`src/rtl/ifid_stage_pkg.sv`:
```
// rtl/ifid_stage_pkg.sv - opcode constants and NOP word shared by the IF/ID stage
package ifid_stage_pkg;

  localparam logic [5:0]  OP_RTYPE = 6'h00;
  localparam logic [5:0]  OP_BEQ   = 6'h04;
  localparam logic [5:0]  OP_LW    = 6'h23;
  localparam logic [5:0]  OP_SW    = 6'h2B;
  localparam logic [31:0] NOP_WORD = 32'h0000_0000;

  // Opcodes that read rt as a source operand; lw writes rt instead.
  function automatic logic uses_rt(input logic [5:0] opcode);
    return (opcode == OP_RTYPE) || (opcode == OP_BEQ) || (opcode == OP_SW);
  endfunction

endpackage

```
`src/rtl/ifid_stage_hazard_detect.sv`:
```
// rtl/ifid_stage_hazard_detect.sv - combinational load-use hazard and branch flush control
module hazard_detect
  import ifid_stage_pkg::*;
(
  input  logic       valid,
  input  logic [5:0] opcode,
  input  logic [4:0] rs,
  input  logic [4:0] rt,
  input  logic       idex_MemRead,
  input  logic [4:0] idex_rt,
  input  logic       branch_taken,
  output logic       load_use,
  output logic       pc_write,
  output logic       ctrl_bubble
);

  logic rt_hit;
  logic rs_hit;

  assign rs_hit = (idex_rt == rs);
  assign rt_hit = uses_rt(opcode) && (idex_rt == rt);

  // A load into $zero produces no real dependency.
  assign load_use    = valid && idex_MemRead && (idex_rt != 5'd0) && (rs_hit || rt_hit);
  assign pc_write    = !load_use || branch_taken;
  assign ctrl_bubble = load_use || branch_taken;

endmodule

```
`src/rtl/ifid_stage.sv`:
```
// rtl/ifid_stage.sv - IF/ID pipeline register with hazard stall, branch flush and perf counters
module ifid_stage #(
  parameter int          CNT_W    = 16,
  parameter logic [31:0] NOP_WORD = ifid_stage_pkg::NOP_WORD
) (
  input  logic             clk,
  input  logic             reset,
  input  logic [31:0]      pc4,
  input  logic [31:0]      instr,
  input  logic             idex_MemRead,
  input  logic [4:0]       idex_rt,
  input  logic             branch_taken,
  output logic [31:0]      pc4_out,
  output logic [31:0]      instr_out,
  output logic             valid_out,
  output logic [5:0]       opcode_out,
  output logic [4:0]       rs_out,
  output logic [4:0]       rt_out,
  output logic [4:0]       rd_out,
  output logic [15:0]      immediate_out,
  output logic             pc_write,
  output logic             ctrl_bubble,
  output logic [CNT_W-1:0] stall_count,
  output logic [CNT_W-1:0] flush_count
);

  logic load_use;
  logic branch_eff;

  // Branch resolution is meaningless while the pipeline is held in reset.
  assign branch_eff = branch_taken && reset;

  assign opcode_out    = instr_out[31:26];
  assign rs_out        = instr_out[25:21];
  assign rt_out        = instr_out[20:16];
  assign rd_out        = instr_out[15:11];
  assign immediate_out = instr_out[15:0];

  hazard_detect u_hazard (
    .valid        (valid_out),
    .opcode       (opcode_out),
    .rs           (rs_out),
    .rt           (rt_out),
    .idex_MemRead (idex_MemRead),
    .idex_rt      (idex_rt),
    .branch_taken (branch_eff),
    .load_use     (load_use),
    .pc_write     (pc_write),
    .ctrl_bubble  (ctrl_bubble)
  );

  always_ff @(posedge clk or negedge reset) begin
    if (!reset) begin
      instr_out   <= NOP_WORD;
      pc4_out     <= 32'd0;
      valid_out   <= 1'b0;
      stall_count <= '0;
      flush_count <= '0;
    end else if (branch_eff) begin
      instr_out <= NOP_WORD;
      pc4_out   <= pc4;
      valid_out <= 1'b0;
      if (flush_count != '1) flush_count <= flush_count + 1'b1;
    end else if (load_use) begin
      if (stall_count != '1) stall_count <= stall_count + 1'b1;
    end else begin
      instr_out <= instr;
      pc4_out   <= pc4;
      valid_out <= 1'b1;
    end
  end

endmodule
```
`config.mk`:
```
export PLATFORM = sky130hd
export DESIGN_NAME = ifid_stage
export DESIGN_NICKNAME = d
export VERILOG_FILES = /design/src/rtl/ifid_stage_pkg.sv /design/src/rtl/ifid_stage_hazard_detect.sv /design/src/rtl/ifid_stage.sv
export SDC_FILE = /design/constraint.sdc
export NUM_CORES = 1
export LEC_CHECK = 0
export ABC_AREA = 1
export CORE_MARGIN = 1
export CORE_UTILIZATION = 55
export DETAILED_ROUTE_END_ITERATION = 8
export DONT_BUFFER_PORTS = 1
export PLACE_DENSITY = 0.75
export SETUP_SLACK_MARGIN = 0.3
export SLEW_MARGIN = 20
export SYNTH_ARGS = -nofsm -noshare
export SYNTH_HDL_FRONTEND = slang
export SYNTH_SLANG_ARGS = --single-unit
```
`constraint.sdc`:
```
create_clock -name clk -period 1.8 [get_ports clk]
set_input_delay 0.27 -clock clk [delete_from_list [all_inputs] [get_ports clk]]
set_output_delay 0.27 -clock clk [all_outputs]
set_load 0.01 [all_outputs]
```
After elaboration in Yosys (flattened, before gate mapping)
Cells that the tools add are included.

storage, ports and cells
  bits of input ports = 73
  output and inout bits = 136
  logic and storage cells = 36
  bits in registers = 97

cells by class
  mux-type cells = 6
  $add $sub $neg = 2
  equality and inequality tests = 7
  bitwise operators = 1
  reductions and logical operators = 15

operators by type and width
  kind                     count
  $mux W32                 4
  $add A16 B1 Y16 const B  2
  $ne A16 B16 Y1 const B   2
  $eq A5 B5 Y1             2
  $eq A6 B3 Y1 const B     1
  $eq A6 B6 Y1 const B     1
  $logic_not A6 Y1         1
  $logic_and A1 B1 Y1      5
  $logic_or A1 B1 Y1       5
  $reduce_bool A5 Y1       1
  $reduce_and A3 Y1        1
  $mux W1                  2
  $ne A2 B1 Y1 const B     1
  $reduce_and A2 Y1        1
  $logic_not A1 Y1         1
  $not A1 Y1               1

Logic depth before layout (Yosys ltp)
Gate-level depths: netlist (run 1).

  depth after elaboration = 8
  gate-level depth with buffers = 13
  depth with buffers taken out = 11

Hierarchy
A second synthesis (run 1) with hierarchy kept.

second synthesis, totals
  cells, all modules = 662
  area, all modules = 5043.6 um2

modules (own cells, without submodules)
  module         times used  cells an instance  area an instance (um2)  sequential area each (um2)
  ifid_stage     1           602                4775.8                  2427.3
  hazard_detect  1           60                 267.8                   0.0

Worst setup path after synthesis (run 1)
Ideal clock, no wire load.

  kind = reg2reg
  start = register flush_count[0]
  end = register flush_count[2]
  path slack = 0.029 ns
  setup time = 0.117 ns
  arrival time = 1.654 ns
  period minus slack after synthesis = 1.771 ns
  stages on the path, launching flop included = 10
  buffers on the path = 1
  data required time = 1.683 ns
  cell sequence = dfrtp_1 > ha_1 > nand3_1 > nor4_2 > nand3_1 > nand2_1 > inv_2 > buf_1 > nand3_1 > nand2_1

between the ends
  word-level cells in the longest chain between the ends = 2
  elaborated cells between the ends (all ways) = 3
  classes of those cells = 1 x add/sub; 1 x eq/ne; 1 x reduce/logical

RTL lines
  what                                                     RTL line          source
  start, declared                                          ifid_stage.sv:24  output logic [CNT_W-1:0] flush_count
  start signal, assigned                                   ifid_stage.sv:63  if (flush_count != '1) flush_count <= flush_count + 1'b1;
  branches (longest 2 deep; another with $add A16 B1 Y16)  n/a

Several ways; the timed one is not identified.
A chain may end at the register's enable or synchronous reset.

Final worst setup path (run 1)
  start = register instr_out[20]
  end = register pc4_out[26]

between the ends
  word-level cells in the longest chain between the ends = 5

RTL lines
  what                    RTL line                        source
  start, declared         ifid_stage.sv:14                output logic [31:0] instr_out,
  start signal, assigned  ifid_stage.sv:67                instr_out <= instr;
  $eq A5 B5 Y1            ifid_stage_hazard_detect.sv:21  assign rt_hit = uses_rt(opcode) && (idex_rt == rt);
  $logic_and A1 B1 Y1     ifid_stage_hazard_detect.sv:21
  $logic_or A1 B1 Y1      ifid_stage_hazard_detect.sv:24  assign load_use = valid && idex_MemRead && (idex_rt != 5'd0) && (rs_hit || rt_hit);
  $logic_and A1 B1 Y1     ifid_stage_hazard_detect.sv:24
  $ne A2 B1 Y1 (no line)  n/a
  end signal, assigned    ifid_stage.sv:61                pc4_out <= pc4;
  end signal, assigned    ifid_stage.sv:68                pc4_out <= pc4;
  end, declared           ifid_stage.sv:13                output logic [31:0] pc4_out,

No other way between the ends.

==> run_results.csv, run 1 <==
group,metric,value,unit
status,status,"complete, but fails checks",
status,violations,"hold timing, setup timing",
place,routabilityCongestion,0.875,
place,dp.cells,708,
clock_tree,cts_tree,"done",
synthesis,async_reset_ff_share,100,%
detailed_routing,dr.pass1.iters,4,
die,die_w,96.7,um
critical_path,crit_arrival,2310,ps
critical_path,critPathTopFamily,"simple AND/OR/NAND/NOR gates",
sta,fin_ws,-212,ps
power,p_leak,3.49,nW
sta,finClkSkew,17.8,ps
synthesis,yosys_warnings,0,
clock_tree,clk_pin_slew,110,ps
die,ios,209,
min_path,hold_class,"primary input to asynchronous set/reset pin",
synthesis,syn_inst,618,
sta,timing.final.crit_share,112,%
sta,rsz0062_at_grt,"true",
sta,period_minus_slack,2010,ps
global_routing,globalRouteOverflowTotal,0,
global_routing,grt_pass1_wl,22300,um
sta,setup_viol_count_final,76,
clock_tree,cts-root-buf,"clkbuf_8",
critical_path,required,2100,ps
synthesis,synth_fp_nets,693,
clock_tree,clock-sinks,97,
synthesis,synth_commonest_cells,"255 x nand2_1, 97 x dfrtp_1, 52 x nand3_1, 37 x buf_4, 36 x inv_1",
synthesis,syn_area,4930,um2
finish,nFillCells,564,
detailed_routing,vias,4469,
critical_path,start_kind,"flop",
critical_path,crit_slowest_cell,"dfrtp_1",
finish,post-route-util,77.4,%
die,fp-row-count,34,
detailed_routing,drt_iter0_drc,207,
detailed_routing,drt_wl_total,14900,um
synthesis,synth-edff-count,0,
critical_path,max_stage_delay,430,ps
sta,fin_setup_tns,-9560,ps
clock_tree,htree_levels,3,
global_routing,grt_use_total,30.4,%
synthesis,synth_top_area_share,49.2,%
finish,fin_cells,791,
detailed_routing,vias_per_cell,5.65,
power,power,5.00,mW
synthesis,yosys_register_bits,97,
synthesis,avgSynthCellArea,7.99,um2
power,vdd_drop_max,0.678,mV
global_routing,grt_max_degree,99,
place,dp_hpwl,8200,um
sta,max_freq,497,MHz
finish,syn_to_final_growth,36.7,%
place,portBuffers,0,
die,die_h,96.7,um
power,p_per_area,741,nW/um2
critical_path,cp_max_fo,7,
finish,fin_nets,753,
die,coreArea,8720,um2
flow_run,maxCapViolCount,0,
die,die_area,9350,um2
synthesis,yosysMostFrequentCell,"nand2_1",
synthesis,synth-main-ff-cell,"dfrtp_1",
synthesis,synth_cell_types,28,
detailed_routing,drc,0,
sta,slew_viol_final,0,
critical_path,path_buf_inv,6,
clock_tree,clockBufferDepth,2,
detailed_routing,wire_per_inst,18.9,um
critical_path,critical_path_class,"flop to flop",
critical_path,crit_chain,"inv_2 > nand2_2 > nand2_1 > nand2_1 > nor2_2 > nand3_2 > nand2_4 > nand2_4 > buf_6 > nor2_4 > buf_6 > buf_6 > buf_6 > buf_16 > nand2_1 > nand2_1",
finish,diodes,0,
finish,drive_gt1_share,39.1,%
synthesis,synth_area_leaders,"dfrtp_1 49%, nand2_1 19%, buf_4 5.6%",
place,pre_cts_ws,34.2,ps
synthesis,synth.yosys.seq_area_share,49.2,%
critical_path,cp-end-kind,"flop",
global_routing,grt_pass1_vias,4343,
sta,slew_headroom,71.4,%
sta,holdWs,-417,ps
synthesis,synth_top_area_cell,"dfrtp_1",
detailed_routing,antenna_left,0,
clock_tree,insertion_delay,360,ps
sta,hold_violations,97,
die,initial_core_util,56.6,%
sta,tightest_slew,426,ps
global_routing,grt_antenna_before_repair,0,
clock_tree,numCtsBuffers,9,
[worst reg2reg max path, delay by kind of cell (launching register included)]
family	cells	cell delay [ps]
and+or+nand+nor	10	860
DFF	1	430
buffers and inverters	6	650
[worst paths after layout]
path | start | to | slack (ps) | cells after the start
min | reset | pc4_out[20]$_DFFE_PN0P_ | -420 | 0
max reg2reg | instr_out[20]$_DFFE_PN0P_ | pc4_out[26]$_DFFE_PN0P_ | -210 | 16
max in group asynchronous | reset | stall_count[3]$_DFFE_PN0P_ | 2070 | 0
min reg2reg | pc4_out[19]$_DFFE_PN0P_ | pc4_out[19]$_DFFE_PN0P_ | 560 | 2
min in group clk | pc4[25] | pc4_out[25]$_DFFE_PN0P_ | 20 | 2
max | instr_out[20]$_DFFE_PN0P_ | pc4_out[26]$_DFFE_PN0P_ | -210 | 16
[report_power, final]
part           switching, mW  total, mW  internal, mW
sequential             0.237       2.60          2.37
clock                  0.808       1.32         0.513
combinational          0.600       1.08         0.477
total                   1.65       5.00          3.36
[sequential cells by signal (all words and copies together), names as in the netlist]
register / count
pc4_out: 32
valid_out: 1
flush_count: 16
instr_out: 32
stall_count: 16
[placed cells by master, fill, tap and decap left out, types with 3 or more instances in the layout]
master         instances
buf_16                 9
o21ai_2               10
nand3_1               44
buf_6                 21
buf_8                  4
inv_2                  6
clkbuf_8               9
inv_6                  3
nand2_2               66
nand4_1               22
nor2_4                 4
nor2_2                 5
xor2_1                19
nor2_1                20
inv_1                 32
xnor2_1                7
buf_12                 8
nor3_1                 7
nand3_2                8
dfrtp_2               10
dlygate4sd3_1         11
nand2_4               35
o21ai_1                5
nor3_2                 3
dfrtp_1               87
nand2_1              157
buf_4                 52
[repair_timing]
action | in CTS | in global routing
buffers inserted | 31 | 12
hold buffers | 10 | 1
pin swaps | 18 | 50
endpoints found under the hold margin | 107 | 98
gates cloned | 11 | 2
resized for setup | 73 | 153
setup endpoints to repair | 98 | 97
[routing by layer]
metal	GRT usage (%)	routed length [um]	part of all wire [%]	vias up
met5	0	0	0	-
met3	6.94	1220	8.2	38
met1	38.2	5590	37	2172
met2	49.6	7610	51	221
met4	14.7	532	3.6	0
li1	-	-	-	2038
[final cells by class]
class                           instances  area, um2  area share [%]
Clock buffer                            9        124            1.84
Timing Repair Buffer                  109       1320            19.6
Multi-Input combinational cell        422       2520            37.3
Tap cell                              108        135            2.00
Inverter                               39        159            2.35
Clock inverter                          7       51.3           0.760
Sequential cell                        97       2440            36.2
[cell families (layout without fill, tap and decap cells)]
| family | after synthesis | in the layout | share of synthesized area (%) |
|---|---|---|---|
| buffers and inverters | 99 | 164 | 11.3 |
| AND/OR/NAND/NOR | 375 | 375 | 32.2 |
| AO/OA/AOI/OAI | 19 | 19 | 2.16 |
| flip-flops | 97 | 97 | 49.2 |
| adder cells (fa/ha/maj) | 2 | 2 | 0.507 |
| XOR/XNOR | 26 | 26 | 4.61 |
[stage by stage]
step | cell area, um2 | hold slack [ps]
floorplan | 5040 | -25.6
global placement | 5080 | -23.1
detailed placement | 5080 | -23.6
CTS | 6110 | -431
global route | 6750 | -443
finish | 6750 | -417
(Power assumes the default switching activity.)
==> inputs of run 2 (changes only) <==
--- a/config.mk
+++ b/config.mk
@@ -7,10 +7,11 @@
 export LEC_CHECK = 0
 export ABC_AREA = 1
 export CORE_MARGIN = 1
-export CORE_UTILIZATION = 55
+export CORE_UTILIZATION = 45
+export CTS_BUF_LIST = sky130_fd_sc_hd__clkbuf_2
 export DETAILED_ROUTE_END_ITERATION = 8
 export DONT_BUFFER_PORTS = 1
-export PLACE_DENSITY = 0.75
+export PLACE_DENSITY = 0.64
 export SETUP_SLACK_MARGIN = 0.3
 export SLEW_MARGIN = 20
 export SYNTH_ARGS = -nofsm -noshare
==> run 2 against run 1 <==
Compared with the run above: the flow still finishes with violations (hold timing, setup timing); sequential power is 2% higher; design area is 9.7% higher; core utilization is 6.6 points lower; die area is 22% higher; count of clock-buffer cells in the layout is 1 higher; global-route usage is 2.7 points lower; cell count is 12% higher; total power is 2.6% lower; via count is 5.8% higher; critical path type unchanged.
==> run_results.csv, run 2 (same netlist as run 1, synthesis figures left out) <==
group,metric,value,unit
critical_path,crit_top_cell,"nand2_1",
global_routing,use_met1,29.4,%
critical_path,regToRegEndpoint,"pc4_out[24]$_DFFE_PN0P_",
critical_path,crit_path_end,"pc4_out[24]$_DFFE_PN0P_",
critical_path,critPathLaunch,"instr_out[20]$_DFFE_PN0P_",
finish,layout_common_cells,"186 x nand2_1, 71 x dfrtp_1, 64 x dlygate4sd3_1",
finish,diodes,0,
place,portBuffers,0,
die,initial_core_util,47.2,%
finish,multi_input_area,2410,um2
detailed_routing,drt_iter0_drc,255,
sta,timing.final.crit_share,130,%
place,routabilityCongestion,0.851,
critical_path,cp_max_fo,8,
detailed_routing,vias_per_cell,5.34,
min_path,hold_class,"primary input to asynchronous set/reset pin",
status,status,"complete, but fails checks",
die,ios,209,
status,violations,"hold timing, setup timing",
power,p_per_area,658,nW/um2
global_routing,grt_use_total,27.7,%
sta,max_freq,426,MHz
clock_tree,numCtsBuffers,9,
clock_tree,cts-root-buf,"clkbuf_2",
detailed_routing,vias,4729,
global_routing,grt_pass1_vias,4814,
critical_path,crit_arrival,2900,ps
sta,slew_viol_final,0,
sta,finClkSkew,25.3,ps
clock_tree,cts_tree,"done",
global_routing,grt_max_degree,99,
clock_tree,cts_hold_buf,64,
sta,period_minus_slack,2350,ps
sta,slew_headroom,75.1,%
die,die_h,107,um
clock_tree,clk_pin_slew,270,ps
detailed_routing,drt_wl_total,16500,um
flow_run,maxCapViolCount,0,
finish,nFillCells,739,
critical_path,timing.rr.start,"instr_out[20]$_DFFE_PN0P_",
die,coreArea,10500,um2
finish,post-route-util,70.7,%
die,fp-row-count,37,
clock_tree,htree_levels,3,
finish,regArea,2460,um2
clock_tree,clockBufferDepth,2,
critical_path,rrSetupSlack,-550,ps
sta,rsz0062_at_grt,"true",
die,die_w,107,um
finish,reg_top3,"instr_out (32), pc4_out (32)",
sta,hold_violations,97,
global_routing,grt_pass1_wl,24100,um
clock_tree,clock-sinks,97,
global_routing,globalRouteOverflowTotal,0,
finish,drive_gt1_share,35.5,%
place,dp_hpwl,8640,um
global_routing,use_met3,10.4,%
sta,fin_setup_tns,-21290,ps
detailed_routing,drc,0,
critical_path,required,2350,ps
critical_path,crit_chain,"inv_2 > nand2_1 > nand2_1 > nand2_1 > nor2_2 > nand3_2 > a21oi_4 > nand2_4 > buf_4 > buf_4 > buf_6 > buf_6 > buf_8 > bufbuf_16 > nand2_1 > nand2_1",
finish,fin_nets,819,
critical_path,worst-r2r-cell-count,16,
critical_path,cp-end-kind,"flop",
sta,tightest_slew,371,ps
power,vdd_drop_max,0.666,mV
critical_path,crit_slowest_cell,"dfrtp_2",
sta,fin_ws,-548,ps
detailed_routing,dr.pass1.iters,7,
sta,holdWs,-684,ps
global_routing,grt_use_met2,50.1,%
critical_path,max_stage_delay,500,ps
global_routing,grt_antenna_before_repair,0,
finish,final_common_cell,"nand2_1",
critical_path,start_kind,"flop",
detailed_routing,antenna_left,0,
clock_tree,insertion_delay,610,ps
global_routing,busiest_layer,"met2",
die,die_area,11400,um2
power,p_leak,3.70,nW
finish,syn_to_final_growth,50.0,%
critical_path,critical_path_class,"flop to flop",
detailed_routing,wire_per_inst,18.7,um
sta,setup_viol_count_final,66,
run 2: cell types whose count changed in the layout (fill, tap and decap cells not counted), moves of 10 or more:
cell,previous run,this run
dlygate4sd3_1,11,64
nand2_1,157,186
buf_6,21,48
nand2_2,66,47
buf_4,52,34
dfrtp_1,87,71
dfrtp_2,10,26
nand2_4,35,24
clkbuf_2,0,10
run 2: worst min-delay path by stage:
stage / startpoint / to / slack (ps)
4_1_cts: reset / pc4_out[23]$_DFFE_PN0P_ / -760
2_1_floorplan: reset / flush_count[0]$_DFFE_PN0P_ / -30
3_5_place_dp: reset / instr_out[11]$_DFFE_PN0P_ / -20
3_3_place_gp: reset / instr_out[15]$_DFFE_PN0P_ / -20
6_report: reset / instr_out[11]$_DFFE_PN0P_ / -680
5_1_grt: reset / flush_count[0]$_DFFE_PN0P_ / -790
run 2: repair_timing:
item                                    CTS  global route
hold endpoints to repair                161            97
gates resized for setup                 101           128
endpoints found under the setup margin  153           157
pin swaps                                26            53
buffers inserted                         48             9
cloned                                   11             3
run 2: cell type report:
type                            count  share of cell area, %
Clock inverter                      6                  0.592
Sequential cell                    97                   33.2
Inverter                           39                   2.15
Multi-Input combinational cell    422                   32.5
Timing Repair Buffer              175                   28.5
Tap cell                          136                   2.30
Clock buffer                       10                  0.676
run 2: layer usage:
layer / vias up / wire, um
met5: - / 0
met4: 0 / 377
met3: 33 / 1330
met2: 228 / 8600
met1: 2294 / 6230
li1: 2174 / -
run 2: critical path, delay by kind of cell (launching register included):
family	cells	cell delay [ps]
AO/OA/AOI/OAI	1	190
AND/OR/NAND/NOR	8	630
buffers and inverters	7	990
flip-flops	1	500
run 2: per-stage QoR:
| step | power, mW | instance area, um2 | hold WS, ps | setup WS, ps | cells |
|---|---|---|---|---|---|
| after floorplan | 3.18 | 5040 | -25.6 | 154 | 618 |
| after global placement | 3.37 | 5120 | -23.5 | 89.2 | 734 |
| after detailed placement | 3.39 | 5120 | -23.8 | 52.5 | 734 |
| after CTS | 4.73 | 6870 | -759 | -508 | 873 |
| after global routing | 5.10 | 7400 | -793 | -628 | 885 |
| final | 4.87 | 7400 | -684 | -548 | 885 |
run 2: power breakdown:
part	switching, mW	internal (mW)	total, mW	leakage [nW]
logic	0.619	0.653	1.27	2.46
registers	0.262	2.38	2.64	1.18
clock network	0.766	0.196	0.962	0.0627
total	1.65	3.22	4.87	3.70
